<file path="src/rtl/modbus_uart_tx.sv">
// Modbus RTU transmit back end: drains the 9-bit response FIFO and serialises each byte onto
// the RS-485 line, driving the transceiver enable and enforcing the post-frame silent gap.
// Word format: bit 8 set marks an end-of-frame token; bits [7:0] are then ignored.
// Build option: define MODBUS_TX_PARITY_EN for 8E1 framing; otherwise 8N2 is sent.
module modbus_uart_tx #(
  parameter int unsigned CLOCKS_PER_BIT = 868,
  parameter int unsigned GAP_BITS       = 39,
  parameter int unsigned DE_GUARD       = 1
) (
  input  logic       clk,
  input  logic       rst,
  input  logic       fifoEmpty,
  output logic       fifoReadReq,
  input  logic [8:0] fifoDataIn,
  output logic       txd,
  output logic       txEn,
  output logic       busy,
  output logic       frameDone
);

  localparam int unsigned DivW = $clog2(CLOCKS_PER_BIT);
  localparam logic [DivW-1:0] DivLast = DivW'(CLOCKS_PER_BIT - 1);
  localparam logic [15:0] GapLast   = 16'(GAP_BITS - 1);
  localparam logic [15:0] GuardLast = 16'(DE_GUARD - 1);
`ifdef MODBUS_TX_PARITY_EN
  localparam logic [15:0] StopLast  = 16'd0;
`else
  localparam logic [15:0] StopLast  = 16'd1;
`endif

  localparam logic [2:0] StIdle   = 3'd0;
  localparam logic [2:0] StFetch  = 3'd1;
  localparam logic [2:0] StStart  = 3'd2;
  localparam logic [2:0] StData   = 3'd3;
`ifdef MODBUS_TX_PARITY_EN
  localparam logic [2:0] StParity = 3'd4;
`endif
  localparam logic [2:0] StStop   = 3'd5;
  localparam logic [2:0] StGuard  = 3'd6;
  localparam logic [2:0] StGap    = 3'd7;

  logic [2:0]      state_q, state_d;
  logic [DivW-1:0] div_q, div_d;
  logic [15:0]     cnt_q, cnt_d;
  logic [7:0]      shift_q, shift_d;
  logic            en_q, en_d;
`ifdef MODBUS_TX_PARITY_EN
  logic            par_q, par_d;
`endif
  logic            tick;
  logic            restart;

  assign tick = (div_q == DivLast);

  // Next-state logic for the framing FSM, bit counter, shifter and driver enable.
  always_comb begin
    state_d     = state_q;
    cnt_d       = cnt_q;
    shift_d     = shift_q;
    en_d        = en_q;
`ifdef MODBUS_TX_PARITY_EN
    par_d       = par_q;
`endif
    fifoReadReq = 1'b0;
    frameDone   = 1'b0;
    case (state_q)
      StIdle: begin
        if (!fifoEmpty) begin
          fifoReadReq = 1'b1;
          state_d     = StFetch;
        end
      end
      StFetch: begin
        cnt_d = '0;
        if (fifoDataIn[8]) begin
          // With no guard time the enable drops straight into the gap.
          if (DE_GUARD == 0) begin
            en_d    = 1'b0;
            state_d = StGap;
          end else begin
            state_d = StGuard;
          end
        end else begin
          shift_d = fifoDataIn[7:0];
`ifdef MODBUS_TX_PARITY_EN
          par_d   = ^fifoDataIn[7:0];
`endif
          en_d    = 1'b1;
          state_d = StStart;
        end
      end
      StStart: begin
        if (tick) begin
          cnt_d   = '0;
          state_d = StData;
        end
      end
      StData: begin
        if (tick) begin
          shift_d = {1'b0, shift_q[7:1]};
          if (cnt_q == 16'd7) begin
            cnt_d   = '0;
`ifdef MODBUS_TX_PARITY_EN
            state_d = StParity;
`else
            state_d = StStop;
`endif
          end else begin
            cnt_d = cnt_q + 16'd1;
          end
        end
      end
`ifdef MODBUS_TX_PARITY_EN
      StParity: begin
        if (tick) begin
          cnt_d   = '0;
          state_d = StStop;
        end
      end
`endif
      StStop: begin
        if (tick) begin
          if (cnt_q == StopLast) begin
            cnt_d   = '0;
            state_d = StIdle;
          end else begin
            cnt_d = cnt_q + 16'd1;
          end
        end
      end
      StGuard: begin
        if (tick) begin
          if (cnt_q == GuardLast) begin
            cnt_d   = '0;
            en_d    = 1'b0;
            state_d = StGap;
          end else begin
            cnt_d = cnt_q + 16'd1;
          end
        end
      end
      StGap: begin
        if (tick) begin
          if (cnt_q == GapLast) begin
            cnt_d     = '0;
            frameDone = 1'b1;
            state_d   = StIdle;
          end else begin
            cnt_d = cnt_q + 16'd1;
          end
        end
      end
      default: state_d = StGap;
    endcase
  end

  // Bit-time divider; realigned on entry to any timed state so each interval is a full bit.
  always_comb begin
    restart = (state_d != state_q) &&
              ((state_d == StStart) || (state_d == StGuard) || (state_d == StGap));
    div_d   = (restart || tick) ? '0 : div_q + DivW'(1);
  end

  // Line drivers decoded from state so reset forces the idle level immediately.
  always_comb begin
    case (state_q)
      StStart:  txd = 1'b0;
      StData:   txd = shift_q[0];
`ifdef MODBUS_TX_PARITY_EN
      StParity: txd = par_q;
`endif
      default:  txd = 1'b1;
    endcase
    txEn = en_q;
    busy = (state_q != StIdle);
  end

  // State registers; reset lands in the gap so the line is silent before the first frame.
  always_ff @(posedge clk or negedge rst) begin
    if (!rst) begin
      state_q <= StGap;
      div_q   <= '0;
      cnt_q   <= '0;
      shift_q <= '0;
      en_q    <= 1'b0;
`ifdef MODBUS_TX_PARITY_EN
      par_q   <= 1'b0;
`endif
    end else begin
      state_q <= state_d;
      div_q   <= div_d;
      cnt_q   <= cnt_d;
      shift_q <= shift_d;
      en_q    <= en_d;
`ifdef MODBUS_TX_PARITY_EN
      par_q   <= par_d;
`endif
    end
  end

endmodule

</file>
<file path="config.mk">
export PLATFORM = sky130hd
export DESIGN_NAME = modbus_uart_tx
export DESIGN_NICKNAME = d
export VERILOG_FILES = /design/src/rtl/modbus_uart_tx.sv
export SDC_FILE = /design/constraint.sdc
export NUM_CORES = 1
export LEC_CHECK = 0
export BUFFER_PORTS_ARGS = -buffer_cell sky130_fd_sc_hd__clkbuf_2
export CAP_MARGIN = 20
export CORE_ASPECT_RATIO = 1.25
export CORE_MARGIN = 2
export CORE_UTILIZATION = 55
export CTS_BUF_LIST = sky130_fd_sc_hd__clkbuf_2 sky130_fd_sc_hd__clkbuf_4 sky130_fd_sc_hd__clkbuf_8
export DETAILED_ROUTE_END_ITERATION = 10
export PLACE_DENSITY = 0.74
export SYNTH_ARGS = -nofsm -noshare
export SYNTH_HDL_FRONTEND = slang
export SYNTH_SLANG_ARGS = --single-unit
</file>
<file path="constraint.sdc">
create_clock -name clk -period 2.65 [get_ports clk]
set_input_delay 0.1325 -clock clk [delete_from_list [all_inputs] [get_ports clk]]
set_output_delay 0.1325 -clock clk [all_outputs]
set_load 0.005 [all_outputs]
</file>
==> results of run 1 <==
-- what timing repair did --
item,CTS,global route
buffers inserted,0,0
endpoints found under the hold margin,0,8
hold buffers,0,1
-- worst paths after layout --
check	from	end	slack [ps]
hold / removal	fifoDataIn[7]	shift_q[7]	90
setup reg to reg	div_q[0]	div_q[2]	210
max in group asynchronous	rst	state_q[2]	1890
min in group asynchronous	rst	shift_q[6]	260
hold reg to reg	txEn	txEn	510
setup / recovery	div_q[0]	div_q[2]	210
-- cell usage in the layout (no fill, tap or decap), drive strengths merged, types with 6 or more instances in the layout --
cell type,count
nand2,18
xor2,6
a21oi,20
nor2b,8
mux2i,7
buf,7
a22o,9
a21o,7
nand3,10
o21ai,15
nor2,22
clkbuf,21
dfrtp,35
inv,11
and3,8
-- cell families after synthesis --
group,after synthesis,synth area share
buf+inv,23,0.0411
simple gates,98,0.247
mux,7,0.0299
fa+ha+maj,5,0.0267
compound gates,72,0.218
flops,38,0.408
xor+xnor,8,0.0299
-- critical path, cell delays in order, from the launching register on --
cell	delay (ps)
dfrtp_1	400
ha_1	240
nor3b_4	170
nand3_2	240
nor2_1	130
a31o_2	240
a31oi_1	700
a21oi_1	150
-- metal layers --
metal,part of all wire,vias to the layer above,track usage
li1,-,956,-
met1,0.45,915,0.293
met2,0.51,32,0.378
met3,0.032,6,0.0396
met4,0.012,0,0.0756
met5,0,-,0
-- layout make-up --
class                           count  area [um^2]
Clock buffer                        5         68.8
Clock inverter                      3         40.0
Fill cell                         354         1480
Inverter                           11         41.3
Multi-Input combinational cell    190         1290
Sequential cell                    38          955
Tap cell                           56         70.1
Timing Repair Buffer               24          155
-- power by group --
group          leakage, nW  total (W)  internal (W)  switching, W
Clock               0.0579   0.000483      0.000277      0.000206
Combinational        0.675  0.0000340     0.0000151     0.0000190
Sequential           0.488   0.000589      0.000586    0.00000328
-- flip-flops by register name, summed over array words and instances, names as in the netlist --
| name | cells |
|---|---|
| cnt_q | 16 |
| txEn | 1 |
| state_q | 3 |
| div_q | 10 |
| shift_q | 8 |
-- per-stage QoR --
step	total power [W]	util	worst slack, ps
floorplan	0.000609	-	579
global placement	0.000629	0.606	307
detailed placement	0.000631	0.606	268
CTS	0.00112	0.632	244
global route	0.00115	0.639	20.9
finish	0.00111	0.639	214
==> reports/qor.txt, run 1 <==
Status = finished clean
Total grt overflow = 0
Clock skew = 5.40 ps
# rows = 26
FFs w/ async S/R, synth = 1.00
Synth top area share = 0.374
Largest net degree at the start of global routing = 39
CTS tree = done
Syn Std Cell Area = 0.00234 mm^2
Final min period = 2440 ps
Cell Count, Final, Fillers Out = 327
Via-per-instance ratio = 5.84
R2R depth = 7
Worst hold path cell count = 3
Pwr dens = 422 mW/mm^2
Synth Instances = 251
Core area = 0.00410 mm^2
# diodes = 0
DRT iter0 DRCs = 89
GP Congestion = 0.814
Setup crit start kind = flip-flop
Vias in the first global route = 1887
CTS sink cnt = 38
Layout cells sized above 1 = 0.170
Post-CTS sizing = 0
Antenna-violating nets left = 0
Starting density of the core = 0.571
Initial antenna violation count = 0
Slew Viols, Final = 0
Number of enable flip-flop cells after synthesis = 0
Latest clock arrival within the worst-skew pair = 290 ps
Top-count cell post-synth = dfrtp_1
Post-Syn Area per Cell = 9.33 um^2
DR vias = 1909
Crit path max fanout = 14
Most used DFF post-synth = dfrtp_1
CTS Root Cell = clkbuf_8
Slew HR = 0.376
VDD IR max = 0.000335 V
CTS clock-pin slew for the worst setup and hold paths = 70 ps
Routed WL per cell = 14.8 um
TNS Setup = 0 ps
Seq/Total Area, Yosys = 0.408
Mapped Nets = 268
Top Ports = 17
Synth top area cells = dfrtp_1 37%, a21oi_1 4.3%, nor2_1 3.5%
DRT Wirelength = 4840 um
Die W = 62.4 um
Worst Path Class, Setup = reg2reg
Top cells by count, synth = 35 x dfrtp_1, 22 x nor2_1, 20 x a21oi_1
Max Clk Rate = 0.411 GHz
First drt pass iteration count = 4
Worst setup EP type = flip-flop
HP Class = in2reg
Critical Path RT = 2780 ps
Yosys reg bits = 38
Synth-to-Final Area Change = 11.9%
RSZ-0062 raised after global routing = no
Area of placed instances = 0.00248 mm^2
Fin. Hold Viols = 0
GRT Total Usage = 0.225
Post-synth top area cell = dfrtp_1
Final setup fails = 0
Synth warn = 0
Fin Hold WS = 87.7 ps
H-tree depth = 2
Unique masters post-synth = 50
Global-route wire length before repair = 8750 um
Period utilisation layout = 0.919
Pleak = 1.22 nW
Hpwl dp = 3350 um
Final Net Count = 287
Die area = 0.00480 mm^2
Clock tree buffer depth = 2
Arr. time, crit path = 2560 ps
Die Span Y = 77.0 um
I/O Buffers = 16
DRC errors left = 0
Cts bufs inserted = 5
Placed Cells = 317
Post-route cell area = 0.00262 mm^2
Max_cap viols = 0
Actual transition at the worst max-transition pin = 931 ps
No activity file was read; power rests on OpenSTA's default activity.
==> run 2, diff against run 1 <==
--- a/config.mk
+++ b/config.mk
@@ -7,7 +7,6 @@
 export LEC_CHECK = 0
 export BUFFER_PORTS_ARGS = -buffer_cell sky130_fd_sc_hd__clkbuf_2
 export CAP_MARGIN = 20
-export CORE_ASPECT_RATIO = 1.25
 export CORE_MARGIN = 2
 export CORE_UTILIZATION = 55
 export CTS_BUF_LIST = sky130_fd_sc_hd__clkbuf_2 sky130_fd_sc_hd__clkbuf_4 sky130_fd_sc_hd__clkbuf_8
==> run 2 against run 1 <==
  * Critical path depth stayed put
  * Cell count is 1.2% lower
  * Sequential power hardly changed
  * Worst setup slack better by 53 ps
  * Highest routed layer unchanged
  * Clock skew is 3.8 ps higher
  * Hold slack worse by 7.6 ps
  * Non-clock buffer count is 2 higher
  * Critical endpoint is now div_q[1]
  * Sequential cell count stayed put
  * Maximum frequency is 2.2% higher
==> reports/qor.txt, run 2 (synthesis gave the netlist of run 1 again) <==
Pwr dens = 427 mW/mm^2 (+1.1%)
Arr. time, crit path = 2520 ps (-40 ps)
Cell Count, Final, Fillers Out = 323 (-1.2%)
Slew Viols, Final = 0 (unchanged)
CTS sink cnt = 38 (unchanged)
Top Ports = 17 (unchanged)
Clock skew = 9.22 ps (+3.82 ps)
HP Class = in2reg
Max reg flops = 16 (unchanged)
TNS Setup = 0 ps (unchanged)
H-tree depth = 2 (unchanged)
GRT Total Usage = 0.219 (-0.00570)
Core area = 0.00406 mm^2 (-1.0%)
VDD IR max = 0.000254 V (-24%)
Total grt overflow = 0 (unchanged)
Die area = 0.00480 mm^2 (about the same)
R2R setup slack = 270 ps (+50 ps)
Final setup fails = 0 (unchanged)
Vias in the first global route = 1900 (+0.69%)
Final min period = 2380 ps (-53.4 ps)
Actual transition at the worst max-transition pin = 632 ps (-299 ps)
CTS clock-pin slew for the worst setup and hold paths = 80 ps (about the same)
Critical R2R Capture = div_q[1]
Max_cap viols = 0 (unchanged)
Setup crit start kind = flip-flop
Slew HR = 0.575 (+0.199)
Fin. Hold Viols = 0 (unchanged)
RSZ-0062 raised after global routing = no
Worst flop-to-flop path startpoint = div_q[0]
Synth-to-Final Area Change = 13.0%
Clock tree buffer depth = 2 (unchanged)
Crit path max fanout = 14 (unchanged)
Biggest register = cnt_q
# diodes = 0 (unchanged)
Antenna-violating nets left = 0 (unchanged)
I/O Buffers = 16 (unchanged)
Worst Path Class, Setup = reg2reg
Metal3 WL = 139 um (-11%)
Initial antenna violation count = 0 (unchanged)
CTS tree = done
Via-per-instance ratio = 5.98 (+2.4%)
Latest clock arrival within the worst-skew pair = 290 ps (about the same)
CTS Root Cell = clkbuf_8
First drt pass iteration count = 4 (unchanged)
Most common cell after layout, fill and taps aside = dfrtp_1
Hpwl dp = 3410 um (+2.1%)
Utilization after layout = 0.652 (+0.0130)
Die Span Y = 69.3 um (-10%)
Worst Hold Launch = fifoDataIn[7]
Largest net degree at the start of global routing = 39 (unchanged)
Fillers = 355 (+0.28%)
Area of placed instances = 0.00249 mm^2 (+0.30%)
Pleak = 1.24 nW (+1.3%)
Status = finished clean
Critical Path RT = 2790 ps (about the same)
DRC errors left = 0 (unchanged)
GP Congestion = 0.877 (+7.8%)
Worst hold path cell count = 3 (unchanged)
Post-route cell area = 0.00265 mm^2 (+1.0%)
Biggest regs = cnt_q x16, div_q x10, shift_q x8
Layout cells sized above 1 = 0.179 (+0.00975)
DR vias = 1931 (+1.2%)
DR top layer = met4
Routed WL per cell = 15.4 um (+3.8%)
Power after layout = 0.00113 W (+2.1%)
R2R depth = 7 (unchanged)
Multi-input logic area = 0.00130 mm^2 (+0.48%)
DRT iter0 DRCs = 193 (+120%)
Register area = 955 um^2 (unchanged)
Max Clk Rate = 0.420 GHz (+2.2%)
Global-route wire length before repair = 8680 um (-0.79%)
Hold endpoint = shift_q[7]
Most frequent cells in the layout = 35 x dfrtp_1, 22 x nor2_1, 20 x a21oi_1, 18 x nand2_1, 16 x clkbuf_2
# rows = 23 (-12%)
Die W = 69.3 um (+11%)
DRT Wirelength = 4960 um (+2.5%)
Routed length on met1 = 2290 um (+5.9%)
Placed Cells = 313 (-1.3%)
Final Net Count = 289 (+0.70%)
Worst setup EP type = flip-flop
Period utilisation layout = 0.899 (-0.0202)
Cts bufs inserted = 5 (unchanged)
Starting density of the core = 0.577 (+0.00581)
Routed wl met2 = 2470 um (+0.33%)
## run 2: cell count changes in the layout (fill, tap and decap cells not counted)
cell / before / now
buf_12: 1 / 0
a31oi_1: 2 / 1
buf_16: 0 / 1
clkbuf_4: 0 / 2
a31oi_2: 1 / 2
buf_4: 6 / 8
clkinv_2: 2 / 0
## run 2: what timing repair did
item,CTS,global route
setup buffers,0,0
gates resized for setup,0,1
hold buffers,0,1
hold endpoints to repair,0,13
setup endpoints to repair,0,1
## run 2: how the worst max path moves through the flow
stage                  start  endpoint  slack (ps)  cells after the start
floorplan           cnt_q[1]  div_q[0]         580                      8
global placement    div_q[0]  div_q[9]         320                      7
detailed placement  div_q[0]  div_q[9]         230                      7
CTS                 div_q[0]  div_q[1]         210                      7
global route        div_q[0]  div_q[9]          30                      7
finish              div_q[0]  div_q[1]         270                      7
## run 2: report_power, final
group | switching, W | internal (W)
clock network | 0.000202 | 0.000302
registers | 0.00000332 | 0.000586
logic | 0.0000197 | 0.0000162
## run 2: worst max-delay path, stage by stage (launching register included)
cell and delay (ps):
dfrtp_1 390, ha_1 210, nor3b_4 220, nand3_2 290, o41ai_4 490, o21ai_1 150
a22oi_4 340, a21oi_1 120
## run 2: layout make-up
cell class | instances | share of cell area
Clock buffer | 7 | 0.0317
Clock inverter | 1 | 0.0113
Inverter | 11 | 0.0156
Multi-Input combinational cell | 190 | 0.490
Sequential cell | 38 | 0.361
Tap cell | 50 | 0.0236
Timing Repair Buffer | 26 | 0.0671
## run 2: metal layers
metal  vias up  GRT usage
met3         7     0.0451
met5         -          0
met4         0     0.0588
li1        958          -
met1       933      0.285
met2        33      0.371
## run 2: stage by stage
| step | setup slack [ps] | hold WS (ps) |
|---|---|---|
| 6_report | 268 | 80.1 |
| 5_1_grt | 33.7 | 103 |
| 4_1_cts | 208 | 18.3 |
| 3_5_place_dp | 231 | 335 |
| 3_3_place_gp | 321 | 319 |
| 2_1_floorplan | 579 | -163 |
